[src/rtl/mem_arb_pkg.sv]
// Shared definitions for the fetch/data memory arbiter: FSM encoding, word width and
// parameter defaults.
package mem_arb_pkg;

  localparam int unsigned WordW         = 16;
  localparam int unsigned DefStarveMax  = 4;
  localparam int unsigned DefTimeout    = 64;

  typedef enum logic [2:0] {
    StIdle  = 3'd0,
    StBusyI = 3'd1,
    StBusyD = 3'd2,
    StRespI = 3'd3,
    StRespD = 3'd4
  } arb_state_e;

endpackage

[src/rtl/arb_timer.sv]
// Saturating up-counter with synchronous clear (priority) and count enable.
// Used both as the data-grant run counter and as the memory-wait timer.
module arb_timer #(
  parameter int unsigned Width = 4,
  parameter int unsigned Max   = 15
) (
  input  logic             clk,
  input  logic             rst,
  input  logic             clr,
  input  logic             en,
  output logic [Width-1:0] count
);

  always_ff @(posedge clk or posedge rst) begin
    if (rst) begin
      count <= '0;
    end else if (clr) begin
      count <= '0;
    end else if (en && (count != Width'(Max))) begin
      count <= count + Width'(1);
    end
  end

endmodule

[src/rtl/mem_arbiter.sv]
// Two-requester (fetch/data) single-port memory arbiter with anti-starvation and
// fetch cancel. Optional wait timeout enabled by defining MEM_ARB_TIMEOUT_EN.
module mem_arbiter
  import mem_arb_pkg::*;
#(
  parameter int unsigned STARVE_MAX = DefStarveMax,
  parameter int unsigned TIMEOUT    = DefTimeout
) (
  input  logic             clk,
  input  logic             rst,
  input  logic             i_req,
  input  logic             i_cancel,
  input  logic [WordW-1:0] i_addr,
  input  logic             d_req,
  input  logic             d_wr,
  input  logic [WordW-1:0] d_addr,
  input  logic [WordW-1:0] d_wdata,
  output logic             i_done,
  output logic             d_done,
  output logic [WordW-1:0] i_rdata,
  output logic [WordW-1:0] d_rdata,
  output logic             i_stall,
  output logic             d_stall,
  output logic             mem_en,
  output logic             mem_wr,
  output logic [WordW-1:0] mem_addr,
  output logic [WordW-1:0] mem_wdata,
  input  logic [WordW-1:0] mem_rdata,
  input  logic             mem_done,
  output logic             err
);

  localparam int unsigned RunW = $clog2(STARVE_MAX + 1);

  arb_state_e      state_q, state_d;
  logic            drop_q, drop_d;
  logic            grant_i, grant_d;
  logic            starved;
  logic            timeout;
  logic [RunW-1:0] run_cnt;

  arb_timer #(
    .Width (RunW),
    .Max   (STARVE_MAX)
  ) u_run_cnt (
    .clk   (clk),
    .rst   (rst),
    .clr   (grant_i || (grant_d && !i_req)),
    .en    (grant_d && i_req),
    .count (run_cnt)
  );

  assign starved = (run_cnt == RunW'(STARVE_MAX));

  always_comb begin
    state_d = state_q;
    drop_d  = drop_q;
    grant_i = 1'b0;
    grant_d = 1'b0;
    unique case (state_q)
      StIdle: begin
        drop_d = 1'b0;
        if (d_req && !(i_req && starved)) begin
          grant_d = 1'b1;
          state_d = StBusyD;
        end else if (i_req) begin
          grant_i = 1'b1;
          state_d = StBusyI;
        end
      end
      StBusyI: begin
        if (i_cancel) drop_d = 1'b1;
        if (mem_done || timeout) begin
          // A cancel seen at any point in BUSY_I discards the response entirely.
          state_d = (drop_q || i_cancel) ? StIdle : StRespI;
          drop_d  = 1'b0;
        end
      end
      StBusyD: begin
        if (mem_done || timeout) state_d = StRespD;
      end
      StRespI, StRespD: state_d = StIdle;
      default:          state_d = StIdle;
    endcase
  end

  always_ff @(posedge clk or posedge rst) begin
    if (rst) begin
      state_q   <= StIdle;
      drop_q    <= 1'b0;
      mem_en    <= 1'b0;
      mem_wr    <= 1'b0;
      mem_addr  <= '0;
      mem_wdata <= '0;
      i_rdata   <= '0;
      d_rdata   <= '0;
    end else begin
      state_q <= state_d;
      drop_q  <= drop_d;
      mem_en  <= grant_i || grant_d;
      if (grant_d) begin
        mem_addr  <= d_addr;
        mem_wr    <= d_wr;
        mem_wdata <= d_wdata;
      end else if (grant_i) begin
        mem_addr  <= i_addr;
        mem_wr    <= 1'b0;
        mem_wdata <= '0;
      end
      if ((state_q == StBusyI) && (state_d == StRespI)) begin
        i_rdata <= mem_done ? mem_rdata : '0;
      end
      // Completed writes leave d_rdata alone; a timed-out access returns zero.
      if ((state_q == StBusyD) && (state_d == StRespD) && (!mem_wr || !mem_done)) begin
        d_rdata <= mem_done ? mem_rdata : '0;
      end
    end
  end

  assign i_done  = (state_q == StRespI) && !i_cancel;
  assign d_done  = (state_q == StRespD);
  assign i_stall = i_req && !i_done && !rst;
  assign d_stall = d_req && !d_done && !rst;

`ifdef MEM_ARB_TIMEOUT_EN
  localparam int unsigned TimerW = $clog2(TIMEOUT + 1);

  logic              busy;
  logic [TimerW-1:0] tmr_cnt;

  assign busy = (state_q == StBusyI) || (state_q == StBusyD);

  arb_timer #(
    .Width (TimerW),
    .Max   (TIMEOUT)
  ) u_timeout (
    .clk   (clk),
    .rst   (rst),
    .clr   (!busy),
    .en    (busy),
    .count (tmr_cnt)
  );

  assign timeout = busy && !mem_done && (tmr_cnt == TimerW'(TIMEOUT - 1));

  always_ff @(posedge clk or posedge rst) begin
    if (rst) begin
      err <= 1'b0;
    end else if (timeout) begin
      err <= 1'b1;
    end
  end
`else
  assign timeout = 1'b0;
  assign err     = 1'b0;
`endif

endmodule

[config.mk]
export PLATFORM = sky130hd
export DESIGN_NAME = mem_arbiter
export DESIGN_NICKNAME = d
export VERILOG_FILES = /design/src/rtl/mem_arb_pkg.sv /design/src/rtl/arb_timer.sv /design/src/rtl/mem_arbiter.sv
export SDC_FILE = /design/constraint.sdc
export NUM_CORES = 1
export LEC_CHECK = 0
export CAP_MARGIN = 20
export CORE_ASPECT_RATIO = 1.4
export CORE_MARGIN = 8
export CORE_UTILIZATION = 42
export DETAILED_ROUTE_END_ITERATION = 12
export PLACE_DENSITY = 0.87
export SLEW_MARGIN = 20
export SYNTH_ARGS = -nofsm -noshare
export SYNTH_HDL_FRONTEND = slang
export SYNTH_SLANG_ARGS = --single-unit
[constraint.sdc]
create_clock -name clk -period 2.7 [get_ports clk]
set_clock_uncertainty 0.05 [all_clocks]
set_input_delay 0.27 -clock clk [delete_from_list [all_inputs] [get_ports clk]]
set_output_delay 0.27 -clock clk [all_outputs]
set_load 0.1 [all_outputs]
==> metrics.txt, run 1 <==
startpoint types register; Critical R2R Launch state_q[2]$_DFF_PP0_; delay-heaviest family, CP simple AND/OR/NAND/NOR gates; Fin. Hold Viols 0; Layout Utilization 63.0%; Slew HR 52.4%; Residual DRC 0; synth unique cells 39; initial antenna violation count 0; fin crit share 74.8%; core region area 7700 µm²; R2R cell count 4; HPWL Detailed 7.25 mm; Period minus WS final 2.02 ns; outcome completed; Post-synth ARST share 100%; Mapped Cells 270; Die W between 90 and 100 µm; commonest cells in the netlist 73 x dfrtp_1, 23 x mux2_2, 19 x a21oi_1; Die Y roughly 120 µm; main flop type after synthesis dfrtp_1; CTS clk-pin slew, worst paths 0.08 ns; Buf/Inv on CP 1; TritonCTS Sinks 73; Hold-fix buffers, CTS 0; final instance area 4850 µm²; Worst-Skew Late Latency roughly 0.33 ns; Avg WL per Cell 18.4 µm; Worst R2R End u_run_cnt.count[1]$_DFFE_PP0P_; critical path required time 2.92 ns; Via density 5.33; Placed Cells 498; Ys Warns 0; final wirelength about 9.5 mm; Worst Tran Pin Value 0.709 ns; Synth-to-Final Area Change 47.4%; Rows 38; layout cells sized above 1 around a third; Placed Area 4650 µm²; CTS Buf Count 9; critical path endpoint category register; GRT Util Overall 17.1%; Slowest cell on crit path or3_1; Crit. path cell count 4; most frequent cell after synthesis dfrtp_1; top cells by area, synth dfrtp_1 55%, mux2_2 7.9%, a22o_1 4.5%, mux2_4 4.1%, o31ai_1 3.9%; post-cts sizing count 0; Worst Setup SP state_q[2]$_DFF_PP0_; Final #Nets about 480; Yosys top cell area share 55.5%; syn_area_per_cell about 12 µm²; Non-Filler Instances 514; Detailed Routing Iterations Pass 1 4; RD Place Congestion 0.809; #FFs+latches synth 73; total grt overflow 0; EDFF count, synth 0; IO Port Bufs 140; CP Max Fanout 19; register area share after synthesis a little under three fifths; total negative slack 0 ns; CP max stage delay roughly 0.72 ns; Max Cap Viol 0; Initial Utilization ~43%; Critical Path AT approximately 2.2 ns; syn_nets between 300 and 400; num ports 142; R2R setup slack between 0.6 and 0.7 ns; clock tree buffer depth 2; CTS tree built; cell chain of the critical path or3_1, nor3_4, buf_4, a32o_1; H-Tree Depth 3; # Post-CTS Setup Buffers 0; Cell Area, Synth 3290 µm²; # diodes 0; antenna-violating nets left 0; Hold Path Class input port to asynchronous set/reset pin; Final Setup Violations 0; RSZ-0062 raised after global routing no; clock root cell clkbuf_8; First DRT Iteration DRCs 115; critical path class register to register; largest net degree at the start of global routing 39; leading area contributor after synthesis dfrtp_1; FMAX 0.495 GHz; first-pass GRT wire length between 15 and 20 mm; Setup crit end u_run_cnt.count[1]$_DFFE_PP0P_; vias in the first global route 3048; via count roughly 2700; Die ar. around 11000 µm²; Max Slew Vio Count 0
## logic make-up after synthesis
family / Yosys count / share of synthesized area, %
and+or+nand+nor: 54 / 10.2
DFF: 73 / 55.5
other: 1 / 0.114
AOI/OAI and AO/OA: 77 / 16.2
adders and majority gates: 2 / 0.760
muxes: 32 / 12.0
buffers and inverters: 31 / 5.24
## worst min path at each step
stage	from	slack [ns]	to	cells after the start
after floorplan	d_wdata[0]	0.35	mem_wdata[0]$_DFFE_PP0P_	1
after global placement	mem_wdata[5]$_DFFE_PP0P_	0.44	mem_wdata[5]$_DFFE_PP0P_	1
after detailed placement	mem_wdata[10]$_DFFE_PP0P_	0.44	mem_wdata[10]$_DFFE_PP0P_	1
after CTS	rst	0.28	mem_addr[8]$_DFFE_PP0P_	2
after global routing	rst	0.32	mem_addr[8]$_DFFE_PP0P_	2
final	rst	0.29	mem_addr[6]$_DFFE_PP0P_	2
## metrics by stage
stage | setup WS (ns) | hold WS, ns
CTS | 0.673 | 0.283
floorplan | -0.546 | 0.353
global placement | 0.641 | 0.441
global route | 0.582 | 0.318
detailed placement | 0.545 | 0.443
finish | 0.680 | 0.287
## layer usage
metal	up-vias	part of all wire [%]	track usage (%)
li1	1269	-	-
met1	1339	37	17.0
met2	111	53	30.8
met3	23	6.9	6.02
met4	0	2.9	8.43
met5	-	0	0
## cell type report
| cell class | instances | area [µm²] |
|---|---|---|
| inverters | 7 | 26.3 |
| clock buffers | 14 | 173 |
| multi-input cells | 166 | 1310 |
| repair buffers | 152 | 1350 |
| fillers | 648 | 2850 |
| clock inverters | 2 | 35.0 |
| well taps | 100 | 125 |
| flip-flops and latches | 73 | 1830 |
## flip-flops by register name, indices dropped and copies added, names as in the netlist
name / count
d_rdata: 16
i_rdata: 16
mem_addr: 16
mem_wdata: 16
state_q: 3
u_run_cnt.count: 3
drop_q: 1
mem_en: 1
mem_wr: 1
## placed cells by master, fill, tap and decap left out, drive strengths merged, types with 2 or more instances in the layout
| master | netlist | layout |
|---|---|---|
| nand2 | 3 | 3 |
| nor3b | 3 | 3 |
| a21oi | 19 | 19 |
| buf | 13 | 82 |
| inv | 5 | 5 |
| nand3 | 17 | 17 |
| nor3 | 4 | 4 |
| a22o | 17 | 17 |
| o31ai | 17 | 17 |
| clkdlybuf4s50 | 0 | 70 |
| nand2b | 3 | 3 |
| and2 | 16 | 16 |
| a31oi | 18 | 18 |
| clkbuf | 11 | 14 |
| mux2 | 32 | 32 |
| dfrtp | 73 | 73 |
| ha | 2 | 2 |
| nor2b | 2 | 2 |
| clkinv | 2 | 3 |
Power of run 1 is left out: the tool's default activity adds up to more than one toggle a clock period on the data nets, which glitch-free logic cannot reach.
==> inputs of run 2 (changes only) <==
==> constraint.sdc (replaced) <==
create_clock -name clk -period 2 [get_ports clk]
set_clock_uncertainty 0.05 [all_clocks]
set_input_delay 0.2 -clock clk [delete_from_list [all_inputs] [get_ports clk]]
set_output_delay 0.2 -clock clk [all_outputs]
set_load 0.1 [all_outputs]
==> run 2 against run 1 <==
  * Count of clock-buffer cells in the layout decreased by 2
  * Via count decreased by 1.5%
  * Register-to-register slack got worse by 0.46 ns
  * Global-route usage increased by 0.12 points
  * Utilization increased by 1.7 points
  * Non-clock buffer count increased by 8
  * Worst setup slack got worse by 0.53 ns
  * Cell count increased by 1.4%
  * Critical endpoint is now i_stall
  * Sequential cell count unchanged
  * Cell area increased by 2.6%
  * Highest routed layer unchanged
  * Critical path type is now register to primary output
  * Sequential share of layout area decreased by 0.96 points
==> metrics.txt, run 2 (synthesis gave the netlist of run 1 again) <==
RD Place Congestion 0.835 (was 0.809); CTS tree built (unchanged); Die ar. 11000 µm² (unchanged); Min-Delay Path Depth 3; num ports 142 (unchanged); largest net degree at the start of global routing 29 (was 39); vias in the first global route 2963 (was 3048); Residual DRC 0 (unchanged); Filler cells 622 (was 648); clock root cell clkbuf_8 (unchanged); IO Port Bufs 140 (unchanged); Hold-fix buffers, CTS 0 (unchanged); RSZ-0062 raised after global routing no (unchanged); cell chain of the critical path nand2b_1, buf_4, nor3_4, nor3b_4, buf_12 (was or3_1, nor3_4, buf_4, a32o_1); CTS Buf Count 9 (unchanged); # diodes 0 (unchanged); Hold Path Class input port to register (was input port to asynchronous set/reset pin); via count 2701 (was 2742); GRT Util Overall 17.2% (was 17.1%); Initial Utilization 42.7% (unchanged); HP Start i_addr[4]; final wirelength 9.43 mm (was 9.48 mm); H-Tree Depth 3 (unchanged); clock tree buffer depth 2 (unchanged); Final Setup Violations 0 (unchanged); Slowest cell on crit path dfrtp_1 (was or3_1); antenna-violating nets left 0 (unchanged); TritonCTS Sinks 73 (unchanged); R2R setup slack 0.22 ns (was 0.68 ns); Worst R2R End i_rdata[15]$_DFFE_PP0P_ (was u_run_cnt.count[1]$_DFFE_PP0P_); initial antenna violation count 0 (unchanged); Detailed Routing Iterations Pass 1 4 (unchanged); Final #Nets 490 (was 482); Via density 5.18 (was 5.33); post-cts sizing count 0 (unchanged); total negative slack 0 ns (unchanged); Die Y 121 µm (unchanged); total grt overflow 0 (unchanged); Die W 90.8 µm (unchanged); First DRT Iteration DRCs 102 (was 115); Critical Path AT 1.60 ns (was 2.24 ns); CP Max Fanout 9 (was 19); Placed Area 4770 µm² (was 4650 µm²); Critical R2R Launch state_q[0]$_DFF_PP0_ (was state_q[2]$_DFF_PP0_); CTS clk-pin slew, worst paths 0.07 ns (was 0.08 ns); core region area 7700 µm² (unchanged); Period minus WS final ~1.9 ns; startpoint types register (unchanged); critical path endpoint category primary output (was register); layout cells sized above 1 34.9% (was 33.6%); FMAX ~0.54 GHz; fin crit share 92.5%; Fin. Hold Viols 0 (unchanged); Worst-Skew Late Latency 0.33 ns (about the same); first-pass GRT wire length 15.2 mm (was 15.1 mm); R2R cell count 3 (was 4); critical path class register to primary output (was register to register); critical path required time 1.75 ns (was 2.92 ns); final instance area 4980 µm² (was 4850 µm²); Hold EP mem_addr[4]$_DFFE_PP0P_; outcome completed (unchanged); Max Slew Vio Count 0 (unchanged); commonest non-fill, non-tap cells in the layout 84 x buf_4, 73 x dfrtp_1, 70 x clkdlybuf4s50_1 (was 79 x buf_4, 73 x dfrtp_1, 70 x clkdlybuf4s50_1); Synth-to-Final Area Change 51.3% (was 47.4%); Max Cap Viol 0 (unchanged); commonest non-fill, non-tap cell in the layout buf_4 (unchanged); HPWL Detailed 7.30 mm (was 7.25 mm); Avg WL per Cell 18.1 µm (was 18.4 µm); # Post-CTS Setup Buffers 0 (unchanged); CP max stage delay 0.54 ns (was 0.72 ns); Rows 38 (unchanged)
==> run 2: cell types whose count changed in the layout (fill, tap and decap cells not counted), sizes merged <==
cell	change
clkbuf	-2
clkinvlp	+1
inv	-1
buf	+8
bufinv	+1
==> run 2: layer usage <==
metal / up-vias / share of wire [%] / GRT usage [%]
li1: 1287 / - / -
met1: 1311 / 39 / 18.2
met2: 90 / 55 / 31.5
met3: 13 / 4.6 / 3.60
met4: 0 / 1.8 / 8.63
met5: - / 0 / 0
==> run 2: final cells by class <==
class,count,area [µm²],area share (%)
clock buffer,12,145,2.91
clock inverter,3,65.1,1.31
inverter,7,30.0,0.603
multi-input combinational,166,1340,26.9
sequential,73,1830,36.7
tap,100,125,2.51
timing repair buffer,160,1450,29.1
==> run 2: critical path, delay by kind of cell (launching register included) <==
kind | cells | cell delay [ns]
flops | 1 | 0.54
simple gates | 3 | 0.41
buf+inv | 2 | 0.32
==> run 2: how the worst max path moves through the flow <==
stage	from	end	slack (ns)	cells past startpoint
3_5_place_dp	i_cancel	i_rdata[2]$_DFFE_PP0P_	0.03	4
6_report	state_q[0]$_DFF_PP0_	i_stall	0.15	5
2_1_floorplan	state_q[1]$_DFF_PP0_	d_stall	-0.00003	3
3_3_place_gp	mem_done	i_rdata[3]$_DFFE_PP0P_	0.08	4
5_1_grt	state_q[0]$_DFF_PP0_	i_stall	0.04	5
4_1_cts	state_q[0]$_DFF_PP0_	i_stall	0.12	5
==> run 2: through the flow <==
step | std cells | setup WS (ns) | hold slack [ns] | util [%]
finish | 521 | 0.149 | 0.384 | 64.7
global route | 521 | 0.0367 | 0.389 | 64.7
CTS | 521 | 0.117 | 0.364 | 64.7
detailed placement | 506 | 0.0284 | 0.445 | 61.9
global placement | 506 | 0.0795 | 0.440 | 61.9
floorplan | 270 | -0.0000341 | 0.283 | -
Power of run 2 is left out for the same reason.
